==> config.mk <==
export PLATFORM = sky130hd
export DESIGN_NAME = ph_alarm_controller
export DESIGN_NICKNAME = d
export VERILOG_FILES = /design/src/rtl/ph_alarm_controller.sv
export SDC_FILE = /design/constraint.sdc
export NUM_CORES = 1
export LEC_CHECK = 0
export CAP_MARGIN = 15
export CORE_MARGIN = 3
export CORE_UTILIZATION = 38
export DETAILED_ROUTE_END_ITERATION = 10
export HOLD_SLACK_MARGIN = 0.02
export PLACE_DENSITY_LB_ADDON = 0.08
export SLEW_MARGIN = 25
export SYNTH_ARGS = -nofsm -noshare
export SYNTH_HDL_FRONTEND = slang
export SYNTH_SLANG_ARGS = --single-unit
==> constraint.sdc <==
create_clock -name clk -period 2.9 [get_ports clk]
set_input_delay 0.435 -clock clk [delete_from_list [all_inputs] [get_ports clk]]
set_output_delay 0.435 -clock clk [all_outputs]
set_load 0.01 [all_outputs]
==> src/rtl/ph_alarm_controller.sv <==
// Alarm controller for blood-pH analyzer flags: consecutive-sample filtering,
// a NORMAL/WARN/ALARM/HOLD state machine and a saturating alarm-event counter.
module ph_alarm_controller #(
    parameter int unsigned WARN_COUNT  = 3,
    parameter int unsigned ALARM_COUNT = 2,
    parameter int unsigned CLEAR_COUNT = 4
) (
    input  logic       clk,
    input  logic       rst,
    input  logic       sampleValid,
    input  logic       abnormalityP,
    input  logic       abnormalityQ,
    input  logic       alarmAck,
    output logic       warning,
    output logic       alarm,
    output logic       buzzer,
    output logic [7:0] alarmEvents,
    output logic [1:0] state
);

    localparam int unsigned PW = $clog2(ALARM_COUNT + 1);
    localparam int unsigned QW = $clog2(WARN_COUNT + 1);
    localparam int unsigned OW = $clog2(CLEAR_COUNT + 1);

    localparam logic [PW-1:0] P_MAX  = PW'(ALARM_COUNT);
    localparam logic [QW-1:0] Q_MAX  = QW'(WARN_COUNT);
    localparam logic [OW-1:0] OK_MAX = OW'(CLEAR_COUNT);

    typedef enum logic [1:0] {
        StNormal = 2'd0,
        StWarn   = 2'd1,
        StAlarm  = 2'd2,
        StHold   = 2'd3
    } state_e;

    state_e        state_q, state_d;
    logic [PW-1:0] p_run_q, p_run_d;
    logic [QW-1:0] q_run_q, q_run_d;
    logic [OW-1:0] ok_run_q, ok_run_d;
    logic [7:0]    events_q, events_d;
    logic          warning_q, alarm_q, buzzer_q;
    logic          q_eff;

    always_comb begin
        // A critical flag always implies out-of-band.
        q_eff    = abnormalityQ | abnormalityP;
        p_run_d  = p_run_q;
        q_run_d  = q_run_q;
        ok_run_d = ok_run_q;
        state_d  = state_q;
        events_d = events_q;

        if (sampleValid) begin
            p_run_d  = abnormalityP ? ((p_run_q == P_MAX) ? p_run_q : p_run_q + 1'b1) : '0;
            q_run_d  = q_eff ? ((q_run_q == Q_MAX) ? q_run_q : q_run_q + 1'b1) : '0;
            ok_run_d = !q_eff ? ((ok_run_q == OK_MAX) ? ok_run_q : ok_run_q + 1'b1) : '0;
        end

        // Run thresholds are compared against the count including this sample.
        if (sampleValid && state_q != StAlarm && p_run_d == P_MAX) begin
            state_d = StAlarm;
            if (events_q != 8'hFF) begin
                events_d = events_q + 8'd1;
            end
        end else begin
            unique case (state_q)
                StNormal: if (sampleValid && q_run_d == Q_MAX) state_d = StWarn;
                StWarn:   if (sampleValid && ok_run_d == OK_MAX) state_d = StNormal;
                StAlarm:  if (sampleValid && ok_run_d == OK_MAX) state_d = StHold;
                StHold: begin
                    // Acknowledge is honoured with or without a sample.
                    if (alarmAck) begin
                        state_d  = StNormal;
                        p_run_d  = '0;
                        q_run_d  = '0;
                        ok_run_d = '0;
                    end
                end
                default: state_d = StNormal;
            endcase
        end
    end

    always_ff @(posedge clk) begin
        if (rst) begin
            state_q   <= StNormal;
            p_run_q   <= '0;
            q_run_q   <= '0;
            ok_run_q  <= '0;
            events_q  <= '0;
            warning_q <= 1'b0;
            alarm_q   <= 1'b0;
            buzzer_q  <= 1'b0;
        end else begin
            state_q   <= state_d;
            p_run_q   <= p_run_d;
            q_run_q   <= q_run_d;
            ok_run_q  <= ok_run_d;
            events_q  <= events_d;
            warning_q <= (state_d == StWarn);
            alarm_q   <= (state_d == StAlarm) || (state_d == StHold);
            buzzer_q  <= (state_d == StAlarm);
        end
    end

    assign warning     = warning_q;
    assign alarm       = alarm_q;
    assign buzzer      = buzzer_q;
    assign alarmEvents = events_q;
    assign state       = state_q;

endmodule

Word-level counts from Yosys, hierarchy flattened
Cells that the tools add are included.

storage, ports and cells
  bits in registers = 20
  word-level logic and storage cells = 58
  output and inout bits = 13
  bits of input ports = 6

operators by class
  add/subtract/negate cells = 4
  bitwise operators = 1
  reductions and logical operators = 7
  eq/ne operators = 14
  multiplexer cells = 24

operators with widths
  cell                                                                   number
  2-bit 2-to-1 mux                                                       17
  3-bit 2-to-1 mux                                                       6
  2-bit equality test, second input constant                             8
  8-bit by 1-bit adder with 8-bit output, second input constant          1
  8-bit != test, second input constant                                   1
  2-bit case mux with 4 select lines                                     1
  3-bit equality test, second input constant                             2
  2-bit by 1-bit adder with 2-bit output, second input constant          2
  2-bit by 1-bit equality test with 1-bit output, second input constant  2
  1-bit logical AND                                                      4
  3-bit by 1-bit adder with 3-bit output, second input constant          1
  2-bit zero test                                                        1
  2-bit != test, second input constant                                   1
  2-bit AND reduction                                                    1
  1-bit logical OR                                                       1
  1-bit OR                                                               1

Longest topological paths before layout
  word-level depth = 11
  gate-level depth with buffers = 7

Least setup slack after synthesis
Ideal clock, no wire load.

  path kind = register to register
  start = register p_run_q[0]
  end = register events_q[5] (netlist: alarmEvents[5])
  slack = 1314 ps
  buffers on the path = 1
  setup time = 71 ps
  cell stages (with the launch flop) = 8
  data arrival time = 1515 ps
  path through = dfxtp_1 -> inv_1 -> ha_1 -> and4b_4 -> o211ai_4 -> buf_6 -> or3_1 -> a21oi_1

on the way
  cells in the longest elaborated chain, start to end = 7

ends and longest elaborated chain
  what                                                                                  line  source
  start, declared                                                                       37    logic [PW-1:0] p_run_q, p_run_d;
  start signal, assigned                                                                96    p_run_q <= p_run_d;
  2-bit by 1-bit adder with 2-bit output / 2-bit equality test (equally long branches)  54    p_run_d = abnormalityP ? ((p_run_q == P_MAX) ? p_run_q : p_run_q + 1'b1) : '0;
  2-bit 2-to-1 mux (2 in series)                                                        54
  2-bit 2-to-1 mux (*)                                                                  53    if (sampleValid) begin
  2-bit equality test (*)                                                               60    if (sampleValid && state_q != StAlarm && p_run_d == P_MAX) begin
  1-bit logical AND (*)                                                                 60
  2-bit AND reduction (no source line) (*)                                              --
  end signal, assigned                                                                  99    events_q <= events_d;
  end, declared                                                                         40    logic [7:0] events_q, events_d;

Mark *: on every way between the ends. The rest lies on a longest branch, timed or not.
A chain may end at the register's enable or synchronous reset.

Final worst setup path
  start = input sampleValid
  end = register ok_run_q[2]

on the way
  cells in the longest elaborated chain, start to end = 4

ends and longest elaborated chain
  what                                                            line    source
  start, declared                                                 10      input logic sampleValid,
  3-bit 2-to-1 mux / 2-bit 2-to-1 mux (equally long branches)     53
  3-bit 2-to-1 mux / 2-bit equality test (equally long branches)  72, 60
  3-bit 2-to-1 mux / 1-bit logical AND (equally long branches)    66, 60
  3-bit 2-to-1 mux (*)                                            60
  end signal, assigned                                            98      ok_run_q <= ok_run_d;
  end, declared                                                   39      logic [OW-1:0] ok_run_q, ok_run_d;

Marks and branches as above.

==> results.json <==
{
  "cts_buffer_depth": 2,
  "fmaxAchievable_mhz": 459,
  "peakVddDrop_v": 0.000283,
  "min_path_type": "flip-flop to flip-flop",
  "ys_ff_latch": 20,
  "dieArea_sq_um": 3300,
  "cts.sinks": 20,
  "nNetsFinal": 146,
  "post_cts.repair.setup_buffers": 0,
  "vias": 875,
  "pin_count": 19,
  "hpwl_mm": 1.47,
  "synthesis.nets": 127,
  "place.gp.congestion": 0.714,
  "numCtsBuffers": 3,
  "cts_tree": "done",
  "p_seq_share_pct": 51.6,
  "seq_area_frac_synth_pct": 39.9,
  "synth_edf_count": 0,
  "antenna_found_initial": 0,
  "drt_iter0_drc": 28,
  "placed_cells": 161,
  "row_count": 18,
  "die_h_um": 57.4,
  "status": "complete, no violations",
  "syn_avg_cell_area_sq_um": 8.59,
  "synthArstFlopShare_pct": 0,
  "critical_path_class": "input port to flip-flop",
  "cts_hold_buffers": 0,
  "maxCapViolCount": 0,
  "route.met2.wl_um": 885,
  "critPathRequiredTime_ns": 3.15,
  "synth_cells": 117,
  "fin_setup_tns_ns": 0,
  "clkTransAtPathRegs_ns": 0.12,
  "grt_pass1_vias": 802,
  "wl_mm": 2.02,
  "netSwitchingFraction_pct": 20.2,
  "area_delta_synth_final_pct": 24.3,
  "h-tree-depth": 1,
  "finalHoldViolCount": 0,
  "postCtsResizedCells": 0,
  "syn_area_sq_um": 1000,
  "seq_area_sq_um": 400,
  "relSlewSlack_pct": 65.2,
  "combPwrFrac_pct": 7.1,
  "rsz0062_at_grt": "no",
  "viasPerCell": 5.30,
  "drive_gt1_share_pct": 5.19,
  "firstDrtPassIters": 4,
  "power.density_nw_per_um2": 439,
  "multiInputGateArea_sq_um": 548,
  "post-route-period-util_pct": 75.1,
  "critPathTopFamily": "buffers and inverters",
  "wl_per_cell_um": 12.2,
  "yosysUniqueCellTypes": 32,
  "met1_length_mm": 1.05,
  "placed_cell_area_sq_um": 1200,
  "cts-root-buf": "clkbuf_4",
  "portBuffers": 18,
  "grt_first_pass_wirelength_mm": 3.43,
  "path_cells": "clkdlybuf4s50_1 > and4b_4 > nand2_1 > a41oi_1 > and3b_1",
  "slew_violations": 0,
  "final_util_pct": 49.9,
  "coreArea_sq_um": 2500,
  "insertion_delay_ns": 0.30,
  "end_kind": "flip-flop",
  "p_sw_w": 0.000111,
  "critPathMaxFanout": 16,
  "stdcell_area_sq_um": 1250,
  "initial_utilization_pct": 40.2,
  "finalNonFillerCells": 165,
  "ant_nets": 0,
  "grt_util_all_layers_pct": 13.2,
  "path_buf_inv": 1,
  "leakagePower_nw": 0.429,
  "met3_wirelength_um": 61,
  "crit_path_top_delay_cell": "clkdlybuf4s50_1",
  "skew_ns": 0.00487,
  "start_kind": "input port",
  "n_antenna_cell": 0,
  "p_clk_share_pct": 41.3,
  "tightest_slew_ns": 0.520,
  "internal_power_w": 0.000437,
  "fillers": 231,
  "arrival_ns": 2.42,
  "grt_max_degree": 17,
  "fin_crit_ns": 2.18,
  "synth_top_flop_cell": "dfxtp_1",
  "gr-total-overflow": 0,
  "yosysWarnings": 0,
  "top_layer": "met4",
  "drc_errors": 0,
  "slowest_delay_ns": 0.80,
  "setup_viol": 0,
  "die_x_um": 57.4
}
## metal layers
metal,GRT usage [%],up-vias
met5,0,-
met4,5.96,0
met3,2.49,2
met2,19.7,10
met1,18.5,401
li1,-,462
## kinds of logic after synthesis
kind of cell / after synthesis / share of synthesized area, %
fa+ha+maj: 4 / 4.98
simple gates: 43 / 24.4
xor+xnor: 2 / 1.74
compound gates: 33 / 20.4
buf+inv: 12 / 5.60
flops: 20 / 39.9
mux: 3 / 2.99
## cells in the mapped netlist, types with 2 or more instances
library cell	instances	area share [%]
nand4_1	2	1.2
nor2b_1	2	1.2
and2_1	5	3.1
dfxtp_1	20	40
or3_1	5	3.1
o31ai_1	4	3.0
o21ai_0	9	4.5
nand3_1	7	3.5
mux2i_1	3	3.0
nand2b_1	2	1.2
a31oi_1	2	1.2
nand2_1	9	3.4
nor2_1	3	1.1
clkbuf_1	2	0.75
inv_1	8	3.0
a21oi_1	14	7.0
ha_1	4	5.0
or4_1	2	1.5
## worst reg2reg max path: stages (launching register included)
cell     delay, ns
dfxtp_1       0.32
inv_1         0.05
ha_1          0.30
and4b_4       0.25
nand2_1       0.14
a41oi_1       0.49
and3b_1       0.22
## cell type report
class | count | area share [%]
Clock buffer | 3 | 1.80
Clock inverter | 1 | 2.40
Inverter | 8 | 2.40
Multi-Input combinational cell | 85 | 43.9
Sequential cell | 20 | 32.1
Tap cell | 30 | 3.01
Timing Repair Buffer | 18 | 14.4
## state kept, by name (all words and copies together), names as in the netlist
register / flops
ok_run_q: 3
alarm: 1
buzzer: 1
q_run_q: 2
state: 2
p_run_q: 2
alarmEvents: 8
warning: 1
## power by group through the flow
stage	sequential [W]	clock (W)	combinational (W)
floorplan	0.000289	0	0.0000241
global placement	0.000289	0	0.0000386
detailed placement	0.000289	0	0.0000392
CTS	0.000283	0.000232	0.0000396
global route	0.000284	0.000245	0.0000443
finish	0.000283	0.000226	0.0000392
## path summary, 6_finish.rpt
check                           slack [ns]             end            from  depth (start not counted)
worst max register to register        1.08     ok_run_q[2]      p_run_q[0]                          6
worst min register to register        0.52  alarmEvents[6]  alarmEvents[6]                          2
worst min-delay path                  0.52  alarmEvents[6]  alarmEvents[6]                          2
worst max-delay path                  0.72     ok_run_q[2]     sampleValid                          5
## stage by stage
stage | total power, W | hold slack, ns | setup slack, ns
finish | 0.000548 | 0.515 | 0.723
global route | 0.000573 | 0.575 | 0.578
CTS | 0.000554 | 0.515 | 0.734
detailed placement | 0.000328 | 0.492 | 0.432
global placement | 0.000327 | 0.488 | 0.512
floorplan | 0.000313 | 0.479 | 1.31
## layout by cell type (no fill, tap or decap), drive strengths merged
master	netlist	final
dfxtp	20	20
clkdlybuf4s50	0	18
a21oi	14	14
nand2	9	9
o21ai	9	9
inv	8	8
nand3	7	7
or3	5	5
and2	5	5
o31ai	4	4
ha	4	4
mux2i	3	3
nor2	3	3
clkbuf	2	3
nand4	2	2
nand2b	2	2
or4	2	2
a31oi	2	2
nor2b	2	2
and4b	1	1
o211ai	1	1
and4	1	1
xor2	1	1
xnor2	1	1
nand3b	1	1
nor3	1	1
a41oi	1	1
and3b	1	1
or2	1	1
o311ai	1	1
a32oi	1	1
bufinv	0	1
Note: power is estimated with default switching activity, not from simulation.
